===== config.mk =====
export PLATFORM = sky130hd
export DESIGN_NAME = manchester_frame_scheduler_flat
export DESIGN_NICKNAME = d
export VERILOG_FILES = /design/src/rtl/manchester_frame_scheduler_if.sv /design/src/rtl/manchester_frame_scheduler.sv /design/src/flat_wrapper.sv
export SDC_FILE = /design/constraint.sdc
export NUM_CORES = 1
export LEC_CHECK = 0
export ABC_AREA = 1
export BUFFER_PORTS_ARGS = -buffer_cell sky130_fd_sc_hd__buf_2
export CAP_MARGIN = 20
export CELL_PAD_IN_SITES_DETAIL_PLACEMENT = 2
export CELL_PAD_IN_SITES_GLOBAL_PLACEMENT = 2
export CORE_MARGIN = 2
export CORE_UTILIZATION = 35
export DETAILED_ROUTE_END_ITERATION = 8
export PLACE_DENSITY_LB_ADDON = 0.1
export SETUP_SLACK_MARGIN = 0.1
export SYNTH_ARGS = -nofsm -noshare
export SYNTH_HDL_FRONTEND = slang
export SYNTH_SLANG_ARGS = --single-unit

===== constraint.sdc =====
create_clock -name aclk -period 4.6 [get_ports aclk]
set_input_delay 1.38 -clock aclk [delete_from_list [all_inputs] [get_ports aclk]]
set_output_delay 1.38 -clock aclk [all_outputs]
set_load 0.01 [all_outputs]

===== src/rtl/manchester_frame_scheduler_if.sv =====
// Byte-stream bundle between NUM_SRC AXI-Stream byte sources, the frame scheduler and the serializer.
// slave = scheduler side, master = source/serializer environment side.
interface manchester_frame_scheduler_if #(
    parameter int NUM_SRC = 2
);
    logic [NUM_SRC-1:0]   s_axis_tvalid;
    logic [8*NUM_SRC-1:0] s_axis_tdata;
    logic [NUM_SRC-1:0]   s_axis_tready;
    logic                 m_axis_tvalid;
    logic [7:0]           m_axis_tdata;
    logic                 m_axis_tready;

    modport master (
        output s_axis_tvalid, s_axis_tdata, m_axis_tready,
        input  s_axis_tready, m_axis_tvalid, m_axis_tdata
    );

    modport slave (
        input  s_axis_tvalid, s_axis_tdata, m_axis_tready,
        output s_axis_tready, m_axis_tvalid, m_axis_tdata
    );
endinterface


===== src/rtl/manchester_frame_scheduler.sv =====
// Round-robin framer: preamble, SFD, escaped payload and idle gap per granted source; first AA one cycle after request.
// Single output byte register; upstream tready only while that slot frees, so downstream stalls propagate back.
module manchester_frame_scheduler #(
    parameter int NUM_SRC      = 2,
    parameter int FRAME_SIZE   = 4,
    parameter int PREAMBLE_LEN = 2,
    parameter int GAP_CYCLES   = 4,
    localparam int GW          = (NUM_SRC > 1) ? $clog2(NUM_SRC) : 1
) (
    input  logic                        aclk,
    input  logic                        areset,
    manchester_frame_scheduler_if.slave axis,
    output logic [GW-1:0]               grant_id,
    output logic                        frame_busy
);
    typedef enum logic [2:0] {IDLE, PRE, SFD, PAYLOAD, ESC2, GAP} state_t;

    state_t           state_q, state_d;
    logic             m_vld_q, m_vld_d;
    logic [7:0]       m_dat_q, m_dat_d;
    logic [7:0]       esc_q, esc_d;
    logic [GW-1:0]    grant_q, grant_d;
    logic [GW-1:0]    rr_q, rr_d, rr_next;
    logic             busy_q, busy_d;
    logic [7:0]       cnt_q, cnt_d;
    logic [7:0]       gap_q, gap_d;
    logic             pick_vld;
    logic [GW-1:0]    pick_idx, cand;
    logic             slot_free, accept, src_vld, frame_done;
    logic [7:0]       src_dat;
    logic [NUM_SRC-1:0] s_rdy;

    assign slot_free  = !m_vld_q || axis.m_axis_tready;
    assign accept     = m_vld_q && axis.m_axis_tready;
    assign src_vld    = axis.s_axis_tvalid[grant_q];
    assign src_dat    = axis.s_axis_tdata[8*int'(grant_q) +: 8];
    assign frame_done = (cnt_q == 8'(FRAME_SIZE));
    assign rr_next    = (grant_q == GW'(NUM_SRC-1)) ? '0 : grant_q + 1'b1;

    // Scan from the farthest offset down so the requester nearest the pointer wins.
    always_comb begin
        pick_vld = 1'b0;
        pick_idx = '0;
        cand     = '0;
        for (int i = NUM_SRC-1; i >= 0; i--) begin
            cand = GW'((int'(rr_q) + i) % NUM_SRC);
            if (axis.s_axis_tvalid[cand]) begin
                pick_vld = 1'b1;
                pick_idx = cand;
            end
        end
    end

    always_comb begin
        state_d = state_q;
        m_vld_d = m_vld_q;
        m_dat_d = m_dat_q;
        esc_d   = esc_q;
        grant_d = grant_q;
        rr_d    = rr_q;
        busy_d  = busy_q;
        cnt_d   = cnt_q;
        gap_d   = gap_q;
        s_rdy   = '0;
        case (state_q)
            IDLE: begin
                if (pick_vld) begin
                    grant_d = pick_idx;
                    busy_d  = 1'b1;
                    m_vld_d = 1'b1;
                    m_dat_d = 8'hAA;
                    cnt_d   = '0;
                    state_d = PRE;
                end
            end
            PRE: begin
                if (accept) begin
                    if (cnt_q == 8'(PREAMBLE_LEN-1)) begin
                        m_dat_d = 8'hD5;
                        cnt_d   = '0;
                        state_d = SFD;
                    end else begin
                        cnt_d = cnt_q + 8'd1;
                    end
                end
            end
            SFD: begin
                if (accept) begin
                    m_vld_d = 1'b0;
                    state_d = PAYLOAD;
                end
            end
            PAYLOAD: begin
                if (accept) m_vld_d = 1'b0;
                // cnt counts source bytes; once all are taken we only wait for the register to drain.
                if (frame_done) begin
                    if (slot_free) begin
                        if (GAP_CYCLES == 0) begin
                            busy_d  = 1'b0;
                            rr_d    = rr_next;
                            state_d = IDLE;
                        end else begin
                            gap_d   = 8'd1;
                            state_d = GAP;
                        end
                    end
                end else begin
                    s_rdy[grant_q] = slot_free;
                    if (slot_free && src_vld) begin
                        cnt_d   = cnt_q + 8'd1;
                        m_vld_d = 1'b1;
                        m_dat_d = src_dat;
                        if (src_dat == 8'hD5) begin
                            m_dat_d = 8'hE5;
                            esc_d   = 8'hF5;
                            state_d = ESC2;
                        end else if (src_dat == 8'hE5) begin
                            m_dat_d = 8'hE5;
                            esc_d   = 8'hE5;
                            state_d = ESC2;
                        end
                    end
                end
            end
            ESC2: begin
                if (slot_free) begin
                    m_vld_d = 1'b1;
                    m_dat_d = esc_q;
                    state_d = PAYLOAD;
                end
            end
            GAP: begin
                if (gap_q == 8'(GAP_CYCLES)) begin
                    busy_d  = 1'b0;
                    rr_d    = rr_next;
                    state_d = IDLE;
                end else begin
                    gap_d = gap_q + 8'd1;
                end
            end
            default: state_d = IDLE;
        endcase
    end

    always_ff @(posedge aclk or posedge areset) begin
        if (areset) begin
            state_q <= IDLE;
            m_vld_q <= 1'b0;
            m_dat_q <= '0;
            esc_q   <= '0;
            grant_q <= '0;
            rr_q    <= '0;
            busy_q  <= 1'b0;
            cnt_q   <= '0;
            gap_q   <= '0;
        end else begin
            state_q <= state_d;
            m_vld_q <= m_vld_d;
            m_dat_q <= m_dat_d;
            esc_q   <= esc_d;
            grant_q <= grant_d;
            rr_q    <= rr_d;
            busy_q  <= busy_d;
            cnt_q   <= cnt_d;
            gap_q   <= gap_d;
        end
    end

    assign axis.s_axis_tready = s_rdy;
    assign axis.m_axis_tvalid = m_vld_q;
    assign axis.m_axis_tdata  = m_dat_q;
    assign grant_id           = grant_q;
    assign frame_busy         = busy_q;
endmodule


===== src/flat_wrapper.sv =====
// flat-port wrapper written by rule: the top's interface ports become plain ports
module manchester_frame_scheduler_flat 
#(
    parameter int NUM_SRC      = 2,
    parameter int FRAME_SIZE   = 4,
    parameter int PREAMBLE_LEN = 2,
    parameter int GAP_CYCLES   = 4,
    localparam int GW          = (NUM_SRC > 1) ? $clog2(NUM_SRC) : 1
)
  (aclk, areset, grant_id, frame_busy, axis_s_axis_tvalid, axis_s_axis_tdata, axis_m_axis_tready, axis_s_axis_tready, axis_m_axis_tvalid, axis_m_axis_tdata);
  manchester_frame_scheduler_if #(.NUM_SRC(NUM_SRC)) axis_i ();
  input  logic aclk;
  input  logic areset;
  output logic [GW-1:0] grant_id;
  output logic frame_busy;
  input wire logic [$bits(axis_i.s_axis_tvalid)-1:0] axis_s_axis_tvalid;
  input wire logic [$bits(axis_i.s_axis_tdata)-1:0] axis_s_axis_tdata;
  input wire logic [$bits(axis_i.m_axis_tready)-1:0] axis_m_axis_tready;
  output wire logic [$bits(axis_i.s_axis_tready)-1:0] axis_s_axis_tready;
  output wire logic [$bits(axis_i.m_axis_tvalid)-1:0] axis_m_axis_tvalid;
  output wire logic [$bits(axis_i.m_axis_tdata)-1:0] axis_m_axis_tdata;
  assign axis_i.s_axis_tvalid = axis_s_axis_tvalid;
  assign axis_i.s_axis_tdata = axis_s_axis_tdata;
  assign axis_i.m_axis_tready = axis_m_axis_tready;
  assign axis_s_axis_tready = axis_i.s_axis_tready;
  assign axis_m_axis_tvalid = axis_i.m_axis_tvalid;
  assign axis_m_axis_tdata = axis_i.m_axis_tdata;
  manchester_frame_scheduler #(.NUM_SRC(NUM_SRC), .FRAME_SIZE(FRAME_SIZE), .PREAMBLE_LEN(PREAMBLE_LEN), .GAP_CYCLES(GAP_CYCLES)) u_core (.aclk(aclk), .areset(areset), .axis(axis_i), .grant_id(grant_id), .frame_busy(frame_busy));
endmodule

Yosys cells after proc, flatten, opt, wreduce, memory -nomap -nowiden
Cells that the tools add are included. W data, S select, Z words.

Bits in registers: 39. Input port bits: 21. Output and inout bits: 13. Word-level logic and storage cells: 121.

Add/subtract/negate cells: 4. $lt $le $gt $ge: 4. Equal/unequal tests: 24. Shifts and indexed selects: 1. Multiplexer cells: 56. Bitwise logic cells: 2. Reduce and logical (&&, ||, !) cells: 21.

Operators by type and width (count): $mux W8 (18); $mux W3 (11); $pmux W8 S4 (1); $pmux W8 S3 (1); $mux W1 (18); $ne A2 B1 Y1 const B (9); $pmux W3 S6 (1); $add A8 B1 Y8 const B (2); $eq A8 B3 Y1 const B (2); $eq A8 B8 Y1 const B (2); $pmux W8 S2 (1); $shiftx A16 B5 Y8 (1); $reduce_and A9 Y1 (1); $eq A8 B1 Y1 const B (1); $reduce_and A4 Y1 (2); $reduce_bool A4 Y1 (2); $reduce_and A7 Y1 (1); $eq A3 B2 Y1 const B (2); $eq A3 B3 Y1 const B (2); $lt A1 B2 Y1 const B (3); $reduce_and A3 Y1 (2); $reduce_bool A2 Y1 (3); $reduce_and A5 Y1 (1); $mux W2 (2); other kinds (18) (23).

Depth between registers and ports, before layout
Depth after elaboration: 7. Mapped depth: 12. Depth with buffers taken out: 11.

Worst setup path before layout
OpenSTA, ideal clock, no wires.

Path type: input to output. Start: input port axis_m_axis_tready. End: output port axis_s_axis_tready[0]. Data arrival time: 1.901 ns. Data required time: 3.220 ns. Path slack: 1.319 ns. Stages on the path: 4. Buffers on the path: 0. Cells stage by stage: inv_1 nand2_1 inv_1 nor3_1.

Cells in the longest elaborated chain, start to end: 4.

Ends and longest elaborated chain: start: declaration (RTL line flat_wrapper.sv:18) `input wire logic [$bits(axis_i.m_axis_tready)-1:0] axis_m_axis_tready;`; $logic_or A1 B1 Y1 (RTL line manchester_frame_scheduler.sv:33) `assign slot_free = !m_vld_q || axis.m_axis_tready;`; $and A2 B2 Y2 (no source line); $mux W2 (RTL line manchester_frame_scheduler.sv:96) `if (frame_done) begin`; $mux W2 (RTL line manchester_frame_scheduler.sv:65) `case (state_q)`; end: declaration (RTL line flat_wrapper.sv:19) `output wire logic [$bits(axis_i.s_axis_tready)-1:0] axis_s_axis_tready;`.

No other way between the ends.

Worst setup path after layout
Start: input port axis_m_axis_tready. End: output port axis_s_axis_tready[1].

The elaborated chain is that of the path after synthesis.

==> results by stage <==
Clocking:
- CTS saw 33 sinks.
- The number of hold buffers added after CTS is 0.
- Once the clock tree was built, the resizer swapped 0 gates to a different size.
- The worst-case clock buffer depth is 2.
- The clock transition at the registers of the reported paths is 0.08 ns.
- The clock buffer count from CTS is 5.
- TritonCTS built the clock tree.
- The H-tree was split into 2 levels.
- Once the clock tree was built, the setup fixing pass inserted 0 buffers.
- The clock network latency to the later pin of the worst-skew pair is 0.29 ns.
- The clock tree root buffer cell is sky130_fd_sc_hd__clkbuf_8.

Drt:
- Once detail routing completed, the nets flagged for antenna violations numbered 0.
- After detailed routing, the number of vias per cell comes to 4.83.
- The total number of vias is 2,300.
- The count of TritonRoute iterations in the first routing pass is 4.
- The initial detailed-routing violation count is 37.
- Summed over all layers, the routed wires come to 7070 um.
- After detailed routing, the average wire length per cell comes to 14.8 um.
- The post-detailed-route DRC marker count is 0.

Cells and area:
- The final layout contains 405 nets.
- The share of post-route cells with drive strength above 1 is 25.8%.
- The repair_antennas step left the layout with diodes totalling 0.
- In the layout the commonest cells are 103 x sky130_fd_sc_hd__nand2_1, 37 x sky130_fd_sc_hd__inv_1, 33 x sky130_fd_sc_hd__buf_2, 33 x sky130_fd_sc_hd__dfrtp_1, 28 x sky130_fd_sc_hd__nor2_1.
- The library cell used most frequently in the layout, excluding fill and tap cells, is sky130_fd_sc_hd__nand2_1.
- The area overhead of the layout relative to synthesis is 13.3%.

Setup path:
- The biggest fanout along the worst timing path is 4.
- Tracing the worst setup path back leads to its startpoint at axis_m_axis_tready.
- The required arrival time at the worst endpoint is 3.22 ns.
- The maximum single-stage delay on the critical path is 0.19 ns.
- The reg-to-reg startpoint is u_core.grant_id.
- The worst setup path is captured at a primary output.
- STA classifies the critical path startpoint as a primary input.
- The data arrival time of the critical path is 2.10 ns.
- The cell with the largest stage delay on the worst path is sky130_fd_sc_hd__nor3_1.
- The critical path goes through buf_2 -> inv_1 -> nand2_1 -> inv_1 -> nor3_1 -> buf_2.
- The critical path class is in -> out.

STA:
- The setup TNS is 0 ns.
- Headroom to the max-slew limit came out at 48.6%.
- Setup repair after global routing left no endpoint under its margin.
- The number of failing hold endpoints at the final stage was 0.
- The fmax is 0.287 GHz.
- Clock skew on the completed layout was measured at 0.00705 ns.
- The transition at the pin with the smallest max-transition slack is 0.771 ns.
- The post-layout minimum cycle time is 3.48 ns.
- On the final layout, the worst hold slack is 0.474 ns.
- The final max-slew violation count is 0.
- Setup violations remaining at the end of the flow were counted as 0.
- Of the available clock period, the critical path in the final layout requires 75.6%.
- The worst path meets setup with 1.12 ns of slack.

Yosys:
- The net count after synthesis is 371.
- Counting flops and latches in the post-synthesis netlist gives 33.
- The yosys synthesis warning count is 0.
- The number of different library cells in the post-synthesis netlist is 32.
- The post-synthesis instance area is 0.00245 sq mm.
- The cell type with the largest total area after synthesis is sky130_fd_sc_hd__dfrtp_1.
- Summing the sequential cell areas from Yosys gives 33.7% of the chip area.
- After synthesis, the cell types taking the most area are sky130_fd_sc_hd__dfrtp_1 34%, sky130_fd_sc_hd__nand2_1 16%, sky130_fd_sc_hd__inv_1 5.7%.
- The share of the synthesized area in the top cell type is 33.7%.
- The synthesized area per cell is 7.10 sq um.
- The number of standard cells after synthesis is 345.

Power and ir drop:
- The design draws 1.61 mW.
- For this design the ratio of total power to cell area is 582 mW/mm^2.
- The leakage power of the design is 1.44 nW.
- Across the VDD grid, the largest voltage drop is 213 uV.

Global route:
- The wire length of the first global-routing pass is 12,000 um.
- The initial antenna violation count is 0.
- The number of global-route vias before repair came to 2,464.
- The residual overflow from global routing is 0.
- Entering global routing, the biggest net connects 24 pins.
- The combined global-route utilization of all metal layers is 19.9%.

Floorplanning:
- The core region is 0.00679 sq mm.
- Pin placement for this block handled 34 I/O pins.
- The effective utilization at floorplan is 36.0%.
- The number of rows in the core area is 30.
- In this run the vertical extent of the chip is 87.6 um.
- The die area is 0.00768 sq mm.
- The die outline width is 87.6 um.

Job:
- Max-cap violations in this run came to 0.

Place:
- The placement-stage worst setup slack is 1.12 ns.
- The number of port buffers is 33.
- The last weighted congestion value of the routability-driven placer is 0.784.
- Once detailed placement completed, the half-perimeter wirelength came to 5640 um.

Worst hold path:
- The kind of path behind the tightest hold check is reg -> reg.
- The launch instance of the worst min-delay path is u_core.esc_q[6].

Status:
- The run finished with clean final reports.
==> Yosys cell counts <==
master and n:
sky130_fd_sc_hd__o21ai_2 13, sky130_fd_sc_hd__xnor2_1 1, sky130_fd_sc_hd__inv_2 8, sky130_fd_sc_hd__nand2_4 5, sky130_fd_sc_hd__dfrtp_1 33, sky130_fd_sc_hd__a21o_1 1
sky130_fd_sc_hd__inv_1 37, sky130_fd_sc_hd__buf_6 1, sky130_fd_sc_hd__nor2_1 28, sky130_fd_sc_hd__or2_2 1, sky130_fd_sc_hd__nand2_1 103, sky130_fd_sc_hd__buf_2 4
sky130_fd_sc_hd__nand2_2 18, sky130_fd_sc_hd__a21oi_1 13, sky130_fd_sc_hd__buf_8 1, sky130_fd_sc_hd__o22ai_1 2, sky130_fd_sc_hd__o211ai_1 4, sky130_fd_sc_hd__ha_1 5
sky130_fd_sc_hd__nand3_1 23, sky130_fd_sc_hd__nand4_1 3, sky130_fd_sc_hd__nor2_2 2, sky130_fd_sc_hd__o21ai_0 15, sky130_fd_sc_hd__nand3_2 2, sky130_fd_sc_hd__a32oi_1 1
sky130_fd_sc_hd__o21ai_1 2, sky130_fd_sc_hd__nor2_4 6, sky130_fd_sc_hd__xor2_1 4, sky130_fd_sc_hd__a21boi_0 1, sky130_fd_sc_hd__clkbuf_1 1, sky130_fd_sc_hd__a31oi_1 1
sky130_fd_sc_hd__nor3_1 4, sky130_fd_sc_hd__nor2_8 2
==> report_power, final <==
group	internal (mW)	total (mW)	switching, mW
Sequential	0.375	0.481	0.106
Combinational	0.289	0.909	0.620
Clock	0.105	0.223	0.118
==> cell families after synthesis <==
logic type      share of synthesized area, %
flops                                   33.7
compound gates                          13.7
simple gates                            39.2
fa+ha+maj                               2.55
xor+xnor                                1.79
buf+inv                                 8.94
==> per-stage QoR <==
| stage | area, sq um | std cells | utilization [%] |
|---|---|---|---|
| CTS | 2770 | 476 | 40.8 |
| floorplan | 2450 | 345 | - |
| finish | 2770 | 476 | 40.8 |
| global route | 2770 | 476 | 40.8 |
| global placement | 2690 | 468 | 39.6 |
| detailed placement | 2690 | 468 | 39.6 |
==> worst max-delay path, delay by kind of cell <==
kind	cells	cell delay [ns]
buf+inv	4	0.41
simple gates	2	0.30
==> final timing paths <==
path | to | slack [ns] | cells after the start
worst min-delay path | u_core.esc_q[6] | 0.47 | 2
max in group asynchronous | u_core.axis.m_axis_tdata[2] | 2.65 | 3
min in group asynchronous | u_core.gap_q[6] | 1.22 | 2
worst max register to register | u_core.axis.m_axis_tdata[4] | 2.42 | 10
worst min register to register | u_core.esc_q[6] | 0.47 | 2
worst max-delay path | axis_s_axis_tready[1] | 1.12 | 6
==> routing by layer <==
layer / share of wire, % / wire length [um] / up-vias / GRT usage (%)
met2: 52 / 3670 / 26 / 36.7
met4: 0.95 / 67 / 0 / 4.20
li1: - / - / 1156 / -
met1: 45 / 3180 / 1113 / 24.5
met3: 2.1 / 147 / 5 / 3.11
met5: 0 / 0 / - / 0
==> registers in the layout, summed over array words and instances (netlist names) <==
register / flops
u_core.rr_q: 1
u_core.axis.m_axis_tdata: 8
u_core.esc_q: 2
u_core.frame_busy: 1
u_core.grant_id: 1
u_core.state_q: 3
u_core.gap_q: 8
u_core.cnt_q: 8
u_core.axis.m_axis_tvalid: 1
==> layout make-up <==
| class | instances | area (sq um) |
|---|---|---|
| fillers | 852 | 4020 |
| repair buffers | 34 | 173 |
| flip-flops and latches | 33 | 826 |
| inverters | 45 | 169 |
| clock inverters | 2 | 10.0 |
| clock buffers | 6 | 72.6 |
| multi-input cells | 260 | 1400 |
| well taps | 96 | 120 |
(Power assumes the default switching activity.)
